[config.mk]
export PLATFORM = sky130hd
export DESIGN_NAME = serial_subtractor
export DESIGN_NICKNAME = d
export VERILOG_FILES = /design/src/rtl/serial_sub_pkg.sv /design/src/rtl/full_subtractor.sv /design/src/rtl/serial_subtractor.sv
export SDC_FILE = /design/constraint.sdc
export NUM_CORES = 1
export LEC_CHECK = 0
export ABC_AREA = 1
export CAP_MARGIN = 20
export CELL_PAD_IN_SITES_DETAIL_PLACEMENT = 1
export CELL_PAD_IN_SITES_GLOBAL_PLACEMENT = 2
export CORE_UTILIZATION = 31
export DETAILED_ROUTE_END_ITERATION = 6
export HOLD_SLACK_MARGIN = 0.05
export PLACE_DENSITY = 0.93
export SYNTH_ARGS = -nofsm -noshare
export SYNTH_HDL_FRONTEND = slang
export SYNTH_SLANG_ARGS = --single-unit
[constraint.sdc]
create_clock -name clk -period 2 [get_ports clk]
set_clock_uncertainty 0.15 [all_clocks]
set_input_delay 0.4 -clock clk [delete_from_list [all_inputs] [get_ports clk]]
set_output_delay 0.4 -clock clk [all_outputs]
set_load 0.1 [all_outputs]
[src/rtl/serial_sub_pkg.sv]
// rtl/serial_sub_pkg.sv - shared FSM encoding and width default for serial_subtractor
package serial_sub_pkg;

  typedef enum logic [1:0] {
    IDLE = 2'd0,
    RUN  = 2'd1,
    DONE = 2'd2
  } state_t;

  localparam int WIDTH_DEFAULT = 8;

endpackage

[src/rtl/full_subtractor.sv]
// rtl/full_subtractor.sv - one-bit full subtractor (d = a - b - bin)
module full_subtractor (
  input  logic a,
  input  logic b,
  input  logic bin,
  output logic d,
  output logic bout
);

  assign d    = a ^ b ^ bin;
  assign bout = (~a & b) | (~(a ^ b) & bin);

endmodule

[src/rtl/serial_subtractor.sv]
// rtl/serial_subtractor.sv - bit-serial unsigned subtractor, LSB first; SERIAL_SUBTRACTOR_SAT_EN clamps diff to 0 on borrow
module serial_subtractor
  import serial_sub_pkg::*;
#(
  parameter int WIDTH = WIDTH_DEFAULT
) (
  input  logic             clk,
  input  logic             rst_n,
  input  logic             start_valid,
  output logic             start_ready,
  input  logic [WIDTH-1:0] a,
  input  logic [WIDTH-1:0] b,
  output logic [WIDTH-1:0] diff,
  output logic             borrow_out,
  output logic             done_valid,
  input  logic             done_ready
);

  localparam int            CW   = $clog2(WIDTH + 1);
  localparam logic [CW-1:0] LAST = CW'(WIDTH - 1);

  state_t           state, state_next;
  logic [WIDTH-1:0] a_sh, b_sh, res;
  logic [CW-1:0]    cnt;
  logic             bor, d_bit, bor_next;

  full_subtractor u_fs (
    .a    (a_sh[0]),
    .b    (b_sh[0]),
    .bin  (bor),
    .d    (d_bit),
    .bout (bor_next)
  );

  always_ff @(posedge clk or negedge rst_n) begin
    if (!rst_n) state <= IDLE;
    else        state <= state_next;
  end

  always_comb begin
    state_next = state;
    case (state)
      IDLE:    if (start_valid) state_next = RUN;
      RUN:     if (cnt == LAST) state_next = DONE;
      DONE:    if (done_ready)  state_next = IDLE;
      default: state_next = IDLE;
    endcase
  end

  // Operands shift right so bit 0 is always the current bit; result fills from the MSB end.
  always_ff @(posedge clk or negedge rst_n) begin
    if (!rst_n) begin
      a_sh <= '0;
      b_sh <= '0;
      res  <= '0;
      bor  <= 1'b0;
      cnt  <= '0;
    end else begin
      case (state)
        IDLE: begin
          if (start_valid) begin
            a_sh <= a;
            b_sh <= b;
            res  <= '0;
            bor  <= 1'b0;
            cnt  <= '0;
          end
        end
        RUN: begin
          a_sh <= a_sh >> 1;
          b_sh <= b_sh >> 1;
          res  <= (res >> 1) | (WIDTH'(d_bit) << (WIDTH - 1));
          bor  <= bor_next;
          cnt  <= cnt + CW'(1);
        end
        default: ;
      endcase
    end
  end

  assign start_ready = (state == IDLE);
  assign done_valid  = (state == DONE);
  assign borrow_out  = bor;

`ifdef SERIAL_SUBTRACTOR_SAT_EN
  assign diff = (done_valid && bor) ? '0 : res;
`else
  assign diff = res;
`endif

endmodule

# After elaboration in Yosys (flattened, before gate mapping)
# Index checks and enable logic that the tools add are counted.
[totals] elab_cells=39 out_inout_bits=11 regBits=31
[classes] reduce_logical=4 eq_ne=6 muxes=14 n_bitwise=8 add_sub_neg=1
[ops] cell="case mux 8 bit (2 select lines)" n=3
[ops] cell="2-to-1 mux 8 bit" n=3
[ops] cell="bitwise OR 7 x 8 -> 8 bit" n=1
[ops] cell="case mux 4 bit (2 select lines)" n=1
[ops] cell="2-to-1 mux 2 bit" n=3
[ops] cell="case mux 2 bit (3 select lines)" n=1
[ops] cell="adder 4 x 1 -> 4 bit, second input constant" n=1
[ops] cell="== test 4 x 3 -> 1 bit, second input constant" n=1
[ops] cell="2-to-1 mux 4 bit" n=1
[ops] cell="!= test 2 bit, second input constant" n=2
[ops] cell="AND reduction 3 bit" n=1
[ops] cell="AND 1 bit" n=2
[ops] cell="== test 2 x 1 -> 1 bit, second input constant" n=1
[ops] cell="== test 2 bit, second input constant" n=1
[ops] cell="zero test 2 bit" n=1
[ops] cell="!= test 2 x 1 -> 1 bit, second input constant" n=1
[ops] cell="inverter 1 bit" n=2
[ops] cell="case mux 1 bit (2 select lines)" n=1
[ops] cell="AND reduction 2 bit" n=1
[ops] cell="nonzero test 2 bit" n=1
[ops] cell="XOR 1 bit" n=2
[ops] cell="2-to-1 mux 1 bit" n=1
[ops] cell="bitwise OR 1 bit" n=1

# Longest topological paths before layout
# Gate-level depths: netlist of run 1.
[depth] depth_word=5 ltp_mapped=6 depth_no_buf=6

# Modules after synthesis
# From an unflattened synthesis of run 1, not the netlist that was laid out.
[unflattened] cells_unflattened=168 area_unflattened_um2=1431.4
[modules_own_cells] mod="serial_subtractor" n_inst=1 seq_area_each_um2=775.7 cells_each=164 area_each_um2=1400.1
[modules_own_cells] mod="full_subtractor" n_inst=1 seq_area_each_um2=0.0 cells_each=4 area_each_um2=31.3

# Worst setup path before layout of run 1
# No wires, ideal clock.
[synth_timing] path_kind="reg-to-output" startpoint="register state[1]" endpoint="output port done_valid" t_required_ps=1450 n_path_buf=0 t_arrival_ps=1709 stages_incl_launch_ff=3 path_slack_ps=-259 cell_sequence="dfrtp_1 inv_2 nor2_1"
[synth_between] elab_chain_len=1
[synth_lines] element="start: declaration" line="serial_subtractor.sv:22" text="state_t state, state_next;"
[synth_lines] element="start signal: assignment" line="serial_subtractor.sv:37" text="else state <= state_next;"
[synth_lines] element="== test 2 bit" line="serial_subtractor.sv:82" text="assign done_valid = (state == DONE);"
[synth_lines] element="end: declaration" line="serial_subtractor.sv:15" text="output logic done_valid,"
# Every way passes these cells.

# Worst setup path in the final report of run 1
[layout_timing] startpoint="register state[0]" endpoint="output port start_ready"
[layout_between] elab_chain_len=1
[layout_lines] element="zero test 2 bit" line="serial_subtractor.sv:81" text="assign start_ready = (state == IDLE);"
[layout_lines] element="end: declaration" line="serial_subtractor.sv:10" text="output logic start_ready,"
# Every way passes these cells.

==> impl_metrics.csv, run 1 <==
group,metric,value,unit
clock_network,hold_buffers,0,
synth,seq_area_frac_synth,0.544,
synth,syn_inst,166,
worst_setup_path,path_cells,"nor2_2 > buf_12",
synth,synth_cell_types,19,
drt,drc,0,
drt,routed_wl,3760,µm
drt,avgRoutedWirePerCell,15.0,µm
timing,finalSetupViolCount,0,
synth,synth_nets,188,
status,outcome,"finished, final reports clean",
grt,gr-total-overflow,0,
clock_network,cts_buffers,5,
finish,num-nets-final,220,
synth,synth-seq-cells,31,
timing,worst_slew_pin_slew,0.460,ns
timing,hold_viol,0,
finish,multi_input_area,559,µm²
clock_network,cts.sinks,31,
worst_setup_path,critPathTopFamily,"flip-flops",
finish,fill_cells,519,
worst_setup_path,cp_data_arrival_time,1.19,ns
timing,slew_headroom,0.693,
timing,rsz0062_at_grt,"no",
worst_setup_path,required,1.45,ns
clock_network,htreeDepth,2,
finish,area_growth,39.9,%
floorplan,ios,31,
drt,first_iter_violations,81,
grt,grt_max_degree,33,
timing,timing.final.crit_share,0.870,
power_and_ir_drop,vdd_drop_max,911,µV
grt,grt_pass1_wl,6470,µm
placement,dp_cells,243,
synth,syn_area,0.00143,mm²
timing,fin_tns_setup,0,ns
worst_setup_path,endpoint_kind,"output pin",
flow_run,drv_cap,0,
clock_network,clk_pin_slew,0.07,ns
clock_network,post_cts_resized,0,
grt,antenna_found_initial,0,
timing,max_freq,0.575,GHz
finish,instances_no_fill,251,
worst_setup_path,crit_slowest_cell,"dfrtp_1",
worst_setup_path,slowest_delay,0.44,ns
timing,timing.final.crit_period,1.74,ns
clock_network,insertion_delay,0.29,ns
drt,ant_nets,0,
placement,placed_area,0.00189,mm²
finish,drive_gt1_frac,0.146,
clock_network,cts_buffer_depth,2,
drt,dr.pass1.iters,4,
grt,track_usage,0.175,
floorplan,row_count,24,
timing,slew_violations,0,
placement,detailed_place_hpwl,2520,µm
clock_network,cts_tree,"built",
finish,final_cell_area,0.00199,mm²
finish,layout.area.seq,776,µm²
finish,n_antenna_cell,0,
worst_setup_path,worst-path-buf-inv,1,
worst_setup_path,worstSetupPathType,"reg -> out",
floorplan,die_area,0.00487,mm²
clock_network,clockRootBuffer,"clkbuf_8",
floorplan,core,0.00438,mm²
floorplan,initial_core_util,0.325,
floorplan,dieWidth,69.8,µm
power_and_ir_drop,leakagePower,0.944,nW
drt,vias,1274,
placement,portBuffers,30,
synth,syn_area_per_cell,8.59,µm²
grt,first_global_vias,1320,
placement,gp_congestion,0.718,
clock_network,post_cts_buffers,0,
worst_setup_path,cp_max_fo,4,
synth,ys_warn_count,0,
min_path,hold_path.class,"reg -> reg",
worst_setup_path,cp-start-kind,"register",
power_and_ir_drop,power_density,1800,mW/mm²
drt,vias_per_cell,5.08,
floorplan,die_y,69.8,µm
[power by group]
group | switching (W) | internal, W
Combinational | 0.00126 | 0.000658
Sequential | 0.000246 | 0.000887
Clock | 0.000231 | 0.000314
Total | 0.00174 | 0.00186
[layout by cell type (no fill, tap or decap), types with 3 or more instances in the layout]
master / count
clkdlybuf4s50_1: 19
buf_4: 4
clkbuf_8: 7
nor2_2: 3
inv_1: 7
nand3_1: 59
nand2_1: 42
dfrtp_1: 31
buf_12: 12
[per-layer routing]
layer  global-route usage  wire (µm)
met4               0.0867         79
met1                0.214       1610
met3               0.0523        192
met5                    0          0
met2                0.282       1880
[final timing paths]
| check | start | to | slack (ns) | cells after the start |
|---|---|---|---|---|
| setup / recovery | state[0] | start_ready | 0.26 | 2 |
| hold / removal | a_sh[7] | a_sh[6] | 0.35 | 2 |
| setup reg to reg | state[1] | state[0] | 0.55 | 6 |
| hold reg to reg | a_sh[7] | a_sh[6] | 0.35 | 2 |
| max in group asynchronous | rst_n | a_sh[3] | 1.05 | 2 |
| min in group asynchronous | rst_n | a_sh[6] | 0.36 | 2 |
[state kept, by name (all words and copies together), names as in the netlist]
name / flops
a_sh: 8
b_sh: 8
diff: 8
cnt: 4
state: 2
borrow_out: 1
[layout make-up]
class                   instances  area share
multi-input cells             116       0.280
clock buffers                   8      0.0502
well taps                      52      0.0326
flip-flops and latches         31       0.389
inverters                       9      0.0169
repair buffers                 35       0.231
[worst register-to-register path, cell delays in order (launching register included)]
cell and delay (ns):
dfrtp_1 0.42, inv_2 0.10, nand2_2 0.06, inv_2 0.35, nor2_2 0.10, inv_1 0.07
o21ai_0 0.07
[per-stage QoR]
stage               worst slack [ns]  power [W]  utilization  hold WS [ns]
floorplan                      0.146    0.00237            -       -0.0456
global placement               0.372    0.00301        0.432         0.322
detailed placement             0.320    0.00309        0.432         0.336
CTS                            0.256    0.00364        0.455         0.354
global route                   0.211    0.00382        0.455         0.376
finish                         0.261    0.00360        0.455         0.352
[Yosys cell counts]
library cell  number  area share
nand3_1           59        0.21
nand2_1           42        0.11
dfrtp_1           31        0.54
inv_1              7       0.018
buf_2              5       0.018
buf_4              4       0.021
nor2_1             3      0.0079
inv_2              2      0.0053
nor2_2             2      0.0088
o21ai_1            2      0.0070
a21oi_1            1      0.0035
clkbuf_1           1      0.0026
fa_1               1       0.014
ha_1               1      0.0088
nand2_2            1      0.0044
nand4_1            1      0.0044
o21ai_0            1      0.0035
o22ai_1            1      0.0044
xnor2_1            1      0.0061
[kinds of logic (layout without fill, tap and decap cells)]
kind of cell | Yosys count | after routing | share of synthesized area
compound gates | 5 | 5 | 0.0184
xor+xnor | 1 | 1 | 0.00615
fa+ha+maj | 2 | 2 | 0.0228
buf+inv | 19 | 52 | 0.0650
flops | 31 | 31 | 0.544
simple gates | 108 | 108 | 0.343
No activity file was read; power rests on OpenSTA's default activity.
==> run 2, diff against run 1 <==
--- a/config.mk
+++ b/config.mk
@@ -16,3 +16,4 @@
 export SYNTH_ARGS = -nofsm -noshare
 export SYNTH_HDL_FRONTEND = slang
 export SYNTH_SLANG_ARGS = --single-unit
+export TNS_END_PERCENT = 5
==> results of run 2 <==
No change in the layout: final DEF, timing and power equal those of run 1.
